<file path="config.mk">
export PLATFORM = sky130hd
export DESIGN_NAME = atm_keypad_entry
export DESIGN_NICKNAME = d
export VERILOG_FILES = /design/src/rtl/atm_keypad_entry.sv
export SDC_FILE = /design/constraint.sdc
export NUM_CORES = 1
export LEC_CHECK = 0
export ABC_CLOCK_PERIOD_IN_PS = 3000
export CORE_ASPECT_RATIO = 1.4
export CORE_MARGIN = 2
export CORE_UTILIZATION = 25
export DETAILED_ROUTE_END_ITERATION = 6
export PLACE_DENSITY_LB_ADDON = 0.3
export RECOVER_POWER = 100
export SLEW_MARGIN = 30
export SYNTH_ARGS = -nofsm -noshare
export SYNTH_HDL_FRONTEND = slang
export SYNTH_SLANG_ARGS = --single-unit
</file>
<file path="constraint.sdc">
create_clock -name clk -period 3 [get_ports clk]
set_input_delay 0.45 -clock clk [delete_from_list [all_inputs] [get_ports clk]]
set_output_delay 0.45 -clock clk [all_outputs]
set_load 0.05 [all_outputs]
</file>
<file path="src/rtl/atm_keypad_entry.sv">
// Keypad front end for the ATM: collects a two-digit PIN or amount, with edit keys,
// validation and an inactivity abort, and holds the last accepted value for the top level.
module atm_keypad_entry #(
   parameter int unsigned TIMEOUT_CYCLES = 250,
   parameter int unsigned PIN_MAX        = 14,
   parameter int unsigned AMT_MAX        = 63
) (
   input  logic       clk,
   input  logic       rst,
   input  logic       start,
   input  logic       mode,
   input  logic       key_valid,
   input  logic [3:0] key_code,
   output logic [3:0] Pin,
   output logic       password_entered,
   output logic [5:0] amount,
   output logic       amount_ready,
   output logic       entry_error,
   output logic       timeout,
   output logic       busy,
   output logic [1:0] digit_count
);

   localparam logic [1:0] StIdle    = 2'd0;
   localparam logic [1:0] StCollect = 2'd1;
   localparam logic [1:0] StDone    = 2'd2;

   localparam logic [3:0] KeyClear  = 4'd10;
   localparam logic [3:0] KeyBack   = 4'd11;
   localparam logic [3:0] KeyEnter  = 4'd12;
   localparam logic [3:0] KeyCancel = 4'd13;

   localparam int unsigned        CntW   = $clog2(TIMEOUT_CYCLES + 1);
   localparam logic [CntW-1:0]    TmoMax = CntW'(TIMEOUT_CYCLES);
   localparam logic [6:0]         PinMax = 7'(PIN_MAX);
   localparam logic [6:0]         AmtMax = 7'(AMT_MAX);

   logic [1:0]      state_q, state_d;
   logic            mode_q, mode_d;
   logic [6:0]      acc_q, acc_d;
   logic [1:0]      dcnt_q, dcnt_d;
   logic [CntW-1:0] tmo_cnt_q, tmo_cnt_d;
   logic [3:0]      pin_q, pin_d;
   logic            pw_q, pw_d;
   logic [5:0]      amt_q, amt_d;
   logic            ar_q, ar_d;
   logic            err_q, err_d;
   logic            tmo_q, tmo_d;
   logic            busy_q, busy_d;

   logic            key_accept;
   logic            enter_bad;
   logic [6:0]      acc_times10;

   assign key_accept  = key_valid && (key_code <= KeyCancel);
   assign acc_times10 = acc_q * 7'd10;
   assign enter_bad   = (dcnt_q == 2'd0) ||
                        (!mode_q && (acc_q > PinMax)) ||
                        (mode_q && (acc_q > AmtMax));

   always_comb begin
      state_d   = state_q;
      mode_d    = mode_q;
      acc_d     = acc_q;
      dcnt_d    = dcnt_q;
      tmo_cnt_d = tmo_cnt_q;
      pin_d     = pin_q;
      pw_d      = pw_q;
      amt_d     = amt_q;
      ar_d      = ar_q;
      err_d     = 1'b0;
      tmo_d     = 1'b0;

      case (state_q)
         StIdle: begin
            if (start) begin
               state_d   = StCollect;
               mode_d    = mode;
               acc_d     = 7'd0;
               dcnt_d    = 2'd0;
               tmo_cnt_d = '0;
               if (mode) begin
                  ar_d = 1'b0;
               end else begin
                  pw_d = 1'b0;
               end
            end
         end
         StCollect: begin
            if (key_accept) begin
               tmo_cnt_d = '0;
               if (key_code <= 4'd9) begin
                  // Third and later digits are dropped silently
                  if (dcnt_q < 2'd2) begin
                     acc_d  = acc_times10 + {3'b000, key_code};
                     dcnt_d = dcnt_q + 2'd1;
                  end
               end else begin
                  case (key_code)
                     KeyClear: begin
                        acc_d  = 7'd0;
                        dcnt_d = 2'd0;
                     end
                     KeyBack: begin
                        if (dcnt_q != 2'd0) begin
                           acc_d  = acc_q / 7'd10;
                           dcnt_d = dcnt_q - 2'd1;
                        end
                     end
                     KeyEnter: begin
                        if (enter_bad) begin
                           err_d  = 1'b1;
                           acc_d  = 7'd0;
                           dcnt_d = 2'd0;
                        end else if (!mode_q) begin
                           pin_d   = acc_q[3:0];
                           pw_d    = 1'b1;
                           state_d = StDone;
                        end else begin
                           amt_d   = acc_q[5:0];
                           ar_d    = 1'b1;
                           state_d = StDone;
                        end
                     end
                     default: state_d = StIdle;  // KeyCancel
                  endcase
               end
            end else begin
               tmo_cnt_d = (tmo_cnt_q == TmoMax) ? tmo_cnt_q : tmo_cnt_q + CntW'(1);
               if (tmo_cnt_d == TmoMax) begin
                  tmo_d   = 1'b1;
                  state_d = StIdle;
               end
            end
         end
         StDone:  state_d = StIdle;
         default: state_d = StIdle;
      endcase

      busy_d = (state_d == StCollect);
   end

   always_ff @(posedge clk) begin
      if (rst) begin
         state_q   <= StIdle;
         mode_q    <= 1'b0;
         acc_q     <= 7'd0;
         dcnt_q    <= 2'd0;
         tmo_cnt_q <= '0;
         pin_q     <= 4'd0;
         pw_q      <= 1'b0;
         amt_q     <= 6'd0;
         ar_q      <= 1'b0;
         err_q     <= 1'b0;
         tmo_q     <= 1'b0;
         busy_q    <= 1'b0;
      end else begin
         state_q   <= state_d;
         mode_q    <= mode_d;
         acc_q     <= acc_d;
         dcnt_q    <= dcnt_d;
         tmo_cnt_q <= tmo_cnt_d;
         pin_q     <= pin_d;
         pw_q      <= pw_d;
         amt_q     <= amt_d;
         ar_q      <= ar_d;
         err_q     <= err_d;
         tmo_q     <= tmo_d;
         busy_q    <= busy_d;
      end
   end

   assign Pin              = pin_q;
   assign password_entered = pw_q;
   assign amount           = amt_q;
   assign amount_ready     = ar_q;
   assign entry_error      = err_q;
   assign timeout          = tmo_q;
   assign busy             = busy_q;
   assign digit_count      = dcnt_q;

endmodule

</file>
==> results of run 1 <==
-- path summary, 6_finish.rpt --
kind,slack [ns],end,start,cells after the start
worst max-delay path,0.46,acc_q[0]$_SDFFE_PP0P_,key_code[2],6
worst min-delay path,0.49,amount[1]$_SDFFE_PP0P_,amount[1]$_SDFFE_PP0P_,2
worst max register to register,0.54,acc_q[0]$_SDFFE_PP0P_,acc_q[5]$_SDFFE_PP0P_,8
worst min register to register,0.49,amount[1]$_SDFFE_PP0P_,amount[1]$_SDFFE_PP0P_,2
-- through the flow --
step / area, sq um / hold slack, ns / utilization / setup slack [ns]
CTS: 2770 / 0.499 / 0.310 / 0.569
global placement: 2610 / 0.480 / 0.293 / 0.471
finish: 2740 / 0.489 / 0.307 / 0.459
global route: 2740 / 0.516 / 0.307 / 0.234
detailed placement: 2610 / 0.486 / 0.293 / 0.435
floorplan: 2270 / 0.461 / - / 0.766
-- cells in the final DEF, fill, tap and decap left out, drive strengths merged, types with 2 or more instances in the layout --
cell type / synthesis / layout
nor3b: 2 / 2
a2bb2oi: 3 / 3
nand3: 10 / 10
nor2b: 3 / 3
dfxtp: 35 / 35
nand2b: 3 / 3
xor2: 6 / 6
nor3: 5 / 5
o22ai: 4 / 4
xnor2: 8 / 8
ha: 14 / 14
a21oi: 14 / 14
mux2i: 15 / 15
clkdlybuf4s50: 0 / 7
o31ai: 2 / 2
dlygate4sd3: 0 / 18
and2: 4 / 4
clkbuf: 6 / 8
a32o: 3 / 3
and3: 6 / 6
buf: 7 / 3
nor4: 2 / 2
nor2: 37 / 37
a21o: 3 / 3
or2: 3 / 3
a211oi: 5 / 5
nand2: 17 / 17
a31oi: 2 / 2
a41oi: 2 / 2
nand4: 3 / 3
inv: 16 / 16
fa: 2 / 2
o21ai: 16 / 16
-- cell families after synthesis --
family                   Yosys count  share of synthesized area
AO/OA/AOI/OAI                     60                      0.199
flip-flops                        35                      0.309
buffers and inverters             29                     0.0540
AND/OR/NAND/NOR                   98                      0.218
multiplexers                      15                     0.0662
XOR/XNOR                          14                     0.0541
adder cells (fa/ha/maj)           17                     0.0993
-- layer usage --
metal  up-vias  routed length [microns]  share of wire
li1        988                        -              -
met1       920                     2280           0.40
met2        42                     3030           0.53
met3        18                      189          0.033
met4         0                      230          0.040
met5         -                        0              0
-- flip-flops by register name, summed over array words and instances (netlist names) --
| signal | flops |
|---|---|
| amount_ready | 1 |
| timeout | 1 |
| password_entered | 1 |
| tmo_cnt_q | 8 |
| busy | 1 |
| Pin | 4 |
| digit_count | 2 |
| entry_error | 1 |
| acc_q | 7 |
| mode_q | 1 |
| amount | 6 |
| state_q | 2 |
-- power by group through the flow --
stage               Combinational, uW  Clock, uW  Sequential [uW]
detailed placement                216          0              510
CTS                               218        549              500
floorplan                         143          0              517
finish                            207        539              499
global placement                  215          0              510
global route                      231        568              501
-- worst max-delay path: stages --
cell and delay, ns:
dlygate4sd3_1 0.68, o21ai_1 0.21, a2111oi_4 0.42, a2bb2oi_2 0.57
mux2i_1 0.26, o22ai_1 0.09
-- area by class of cell --
class                           count  area share
Sequential cell                    35       0.255
Inverter                           16      0.0219
Clock buffer                        8      0.0570
Timing Repair Buffer               28      0.0995
Tap cell                          107      0.0488
Multi-Input combinational cell    204       0.517
==> metrics.txt, run 1 <==
CTS Hold Bufs=0; Distinct cells, synth=53; async set-reset flop share out of synthesis=0; drt first-iter violations=112; Remaining Overflow, GRT=0; clock sink total=35; internal power=913 uW; Post-Syn Nets=293; share of layout cells above drive strength 1=0.0756; Multi-input gate area=1420 sq um; Via density=4.94; Slew @ Worst Pin=0.684 ns; final setup TNS=0 ns; area grow syn2layout=20.9%; core area=8930 sq um; status=completed; first-pass GRT wire length=9.31 mm; top cells by area, synth=dfxtp_1 (31%), ha_1 (7.7%), mux2i_1 (6.6%), nor2_1 (6.0%), a21oi_1 (3.1%); top-area cell type share of the netlist area=0.309; clk slew on worst S/H paths=0.05 ns; Lkg Pwr=0.00109 uW; Max-Cap Viols=0; Hold Fails Final Rpt=0; post-synthesis sequential area ratio=0.309; cells after synthesis=268; clk buf depth=2; most used routing layer=met2; Max Clk Rate=393 MHz; critical path startpoint category=input pin; total placed cells including tap cells=390; flops & latches, synth=35; synthesized cell area=2270 sq um; gpl congestion=0.806; most frequent cells after synthesis=nor2_1 (36), dfxtp_1 (35), nand2_1 (17); yosys warns=0; DP Wirelength=4.42 mm; Final min period=2.54 ns; CTS H-tree depth=2; TritonCTS clock tree=built; Post-synth EDFFs=0; Post-CTS Setup Repair Bufs=0; Pwr Total=1250 uW; GRT Util Overall=0.119; number of global-route vias before repair=1893; max-slew violation count=0; die area=9860 sq um; Clk Latency, worst-skew pair=0.28 ns; met1 GRT Util=0.127; pin count of the biggest net entering global routing=24; post-synth top area cell=dfxtp_1; row cnt=41; most common cell in the synthesized netlist=nor2_1; Req. time, crit path=3.15 ns; I/O pin cnt=26; Worst Path Arrival=2.69 ns; Comb pwr share=0.166; register area=701 sq um; Die H=117 microns; Routed Antenna Nets=0; Port Buf Inserts=25; Max-slew headroom=0.544; switch share=0.267; Fin Clk Skew=0.00366 ns; PD cells=454 nW/um^2; CTS Root Buffer Type=clkbuf_16; Routed wire per std cell=14.4 microns; RSZ-0062 raised after global routing=no; M2 GR Usage=0.224; Clk pwr share=0.433; routed via count=1968; VDD IR max=193 uV; Fill cells=967; Setup CP Type=input pin to register; Reg power frac=0.401; ys flop type=dfxtp_1; Initial Util=0.254; met3 usage=0.0240; drt drc=0; final setup fails=0; HP Class=register to register; initial antenna violation count=0; Num CTS Buffers=5; ANT cells=0; first-pass detailed-route iteration total=4; post-cts gate resize count=0; Final #Nets=315; Syn Area/Cell=8.46 sq um; drt total wl=5.73 mm; period utilization=0.847; Die Wd=84.5 microns; total net switching power=333 uW; non-filler cells in the finished layout=398; critical path capture point type=register; worst-path fanout max=15
(Power assumes the default switching activity.)
==> inputs of run 2 (changes only) <==
--- a/config.mk
+++ b/config.mk
@@ -5,7 +5,7 @@
 export SDC_FILE = /design/constraint.sdc
 export NUM_CORES = 1
 export LEC_CHECK = 0
-export ABC_CLOCK_PERIOD_IN_PS = 3000
+export ABC_CLOCK_PERIOD_IN_PS = 2160
 export CORE_ASPECT_RATIO = 1.4
 export CORE_MARGIN = 2
 export CORE_UTILIZATION = 25
==> constraint.sdc (replaced) <==
create_clock -name clk -period 2.16 [get_ports clk]
set_input_delay 0.324 -clock clk [delete_from_list [all_inputs] [get_ports clk]]
set_output_delay 0.324 -clock clk [all_outputs]
set_load 0.05 [all_outputs]
==> metrics.txt, run 2 (synthesis gave the netlist of run 1 again) <==
status=completed; Slew @ Worst Pin=0.529 ns; pin count of the biggest net entering global routing=22; critical path capture point type=register; core area=8930 sq um; final worst-path setup slack=0.130 ns; ANT cells=0; Req. time, crit path=2.31 ns; Remaining Overflow, GRT=0; Design Area, Final=3000 sq um; die area=9860 sq um; Die Wd=84.5 microns; Clk pwr share=0.474; register with the most flip-flops=tmo_cnt_q; Post-CTS Setup Repair Bufs=0; commonest non-fill, non-tap cell in the layout=nor2_1; drt total wl=5.93 mm; Max-Cap Viols=0; dpl ws=-0.149 ns; final setup TNS=0 ns; clk slew on worst S/H paths=0.06 ns; Worst Path Arrival=2.18 ns; period utilization=0.940; routed via count=2050; worst-path fanout max=15; Setup CP Type=register to register; number of global-route vias before repair=2079; CTS Hold Bufs=0; Final min period=2.03 ns; clock sink total=35; Final #Nets=340; GRT Util Overall=0.128; CTS H-tree depth=2; clk buf depth=2; critical path startpoint category=register; total placed cells including tap cells=415; non-filler cells in the finished layout=423; VDD IR max=408 uV; Max-slew headroom=0.646; Multi-input gate area=1450 sq um; Initial Util=0.254; max-slew violation count=0; switch share=0.251; internal power=1480 uW; initial antenna violation count=0; Die H=117 microns; Max Clk Rate=493 MHz; CTS Root Buffer Type=clkbuf_16; Comb pwr share=0.179; Routed Antenna Nets=0; first-pass detailed-route iteration total=5; dpl cell area=2820 sq um; RSZ-0062 raised after global routing=no; row cnt=41; Fill cells=943; commonest cells after routing, fill and taps aside=nor2_1 (36), dfxtp_1 (32), buf_4 (23), nand2_1 (17), dlygate4sd3_1 (17); PD cells=661 nW/um^2; Final Util=0.336; Via density=4.85; Fin Clk Skew=0.00601 ns; Reg power frac=0.346; Lkg Pwr=0.00124 uW; Num CTS Buffers=5; Clk Latency, worst-skew pair=0.28 ns; post-cts gate resize count=0; DP Wirelength=4.61 mm; TritonCTS clock tree=built; Port Buf Inserts=25; area grow syn2layout=32.2%; first-pass GRT wire length=9.94 mm; Routed wire per std cell=14.0 microns; share of layout cells above drive strength 1=0.158; I/O pin cnt=26; total net switching power=498 uW; HP Class=register to register; drt drc=0; final setup fails=0; Hold Fails Final Rpt=0; gpl congestion=0.783; max reg flops=8; drt first-iter violations=106; register area=704 sq um
run 2: area by class of cell:
cell class / instances / area share
Clock buffer: 6 / 0.0430
Clock inverter: 2 / 0.0200
Inverter: 16 / 0.0200
Multi-Input combinational cell: 204 / 0.482
Sequential cell: 35 / 0.235
Tap cell: 107 / 0.0447
Timing Repair Buffer: 53 / 0.155
run 2: path summary, 6_finish.rpt:
| path | end | startpoint | slack, ns | depth (start not counted) |
|---|---|---|---|---|
| min reg2reg | Pin[2]$_SDFFE_PP0P_ | Pin[2]$_SDFFE_PP0P_ | 0.50 | 2 |
| max reg2reg | acc_q[0]$_SDFFE_PP0P_ | digit_count[1]$_SDFFE_PP0P_ | 0.13 | 9 |
| min | Pin[2]$_SDFFE_PP0P_ | Pin[2]$_SDFFE_PP0P_ | 0.50 | 2 |
| max | acc_q[0]$_SDFFE_PP0P_ | digit_count[1]$_SDFFE_PP0P_ | 0.13 | 9 |
run 2: per-layer routing:
metal / vias up / track usage / part of all wire
met5: - / 0 / 0
met4: 0 / 0.0624 / 0.037
met3: 19 / 0.0261 / 0.029
met2: 38 / 0.243 / 0.53
met1: 953 / 0.133 / 0.41
li1: 1040 / - / -
run 2: critical path, stage by stage, from the launching register on:
cell and delay [ns]:
dfxtp_2 0.38, inv_1 0.06, ha_1 0.21, nand4_1 0.10, o21ai_1 0.11, a2111oi_4 0.43, a2bb2oi_4 0.18, buf_12 0.15
mux2i_1 0.19, o22ai_1 0.09
run 2: power by group through the flow:
| stage | logic, uW | registers, uW | clock network [uW] |
|---|---|---|---|
| 2_1_floorplan | 198 | 718 | 0 |
| 3_3_place_gp | 356 | 701 | 0 |
| 3_5_place_dp | 359 | 701 | 0 |
| 4_1_cts | 363 | 687 | 957 |
| 5_1_grt | 394 | 689 | 981 |
| 6_report | 355 | 686 | 940 |
run 2: metrics by stage:
| step | power, uW | hold slack [ns] |
|---|---|---|
| after floorplan | 916 | 0.461 |
| after global placement | 1060 | 0.479 |
| after detailed placement | 1060 | 0.492 |
| after CTS | 2010 | 0.508 |
| after global routing | 2060 | 0.521 |
| final | 1980 | 0.497 |
==> inputs of run 3 (changes only) <==
--- a/config.mk
+++ b/config.mk
@@ -6,6 +6,7 @@
 export NUM_CORES = 1
 export LEC_CHECK = 0
 export ABC_CLOCK_PERIOD_IN_PS = 2160
+export CAP_MARGIN = 10
 export CORE_ASPECT_RATIO = 1.4
 export CORE_MARGIN = 2
 export CORE_UTILIZATION = 25
==> results of run 3 <==
Final layout, timing and power as in run 2 (identical DEF).
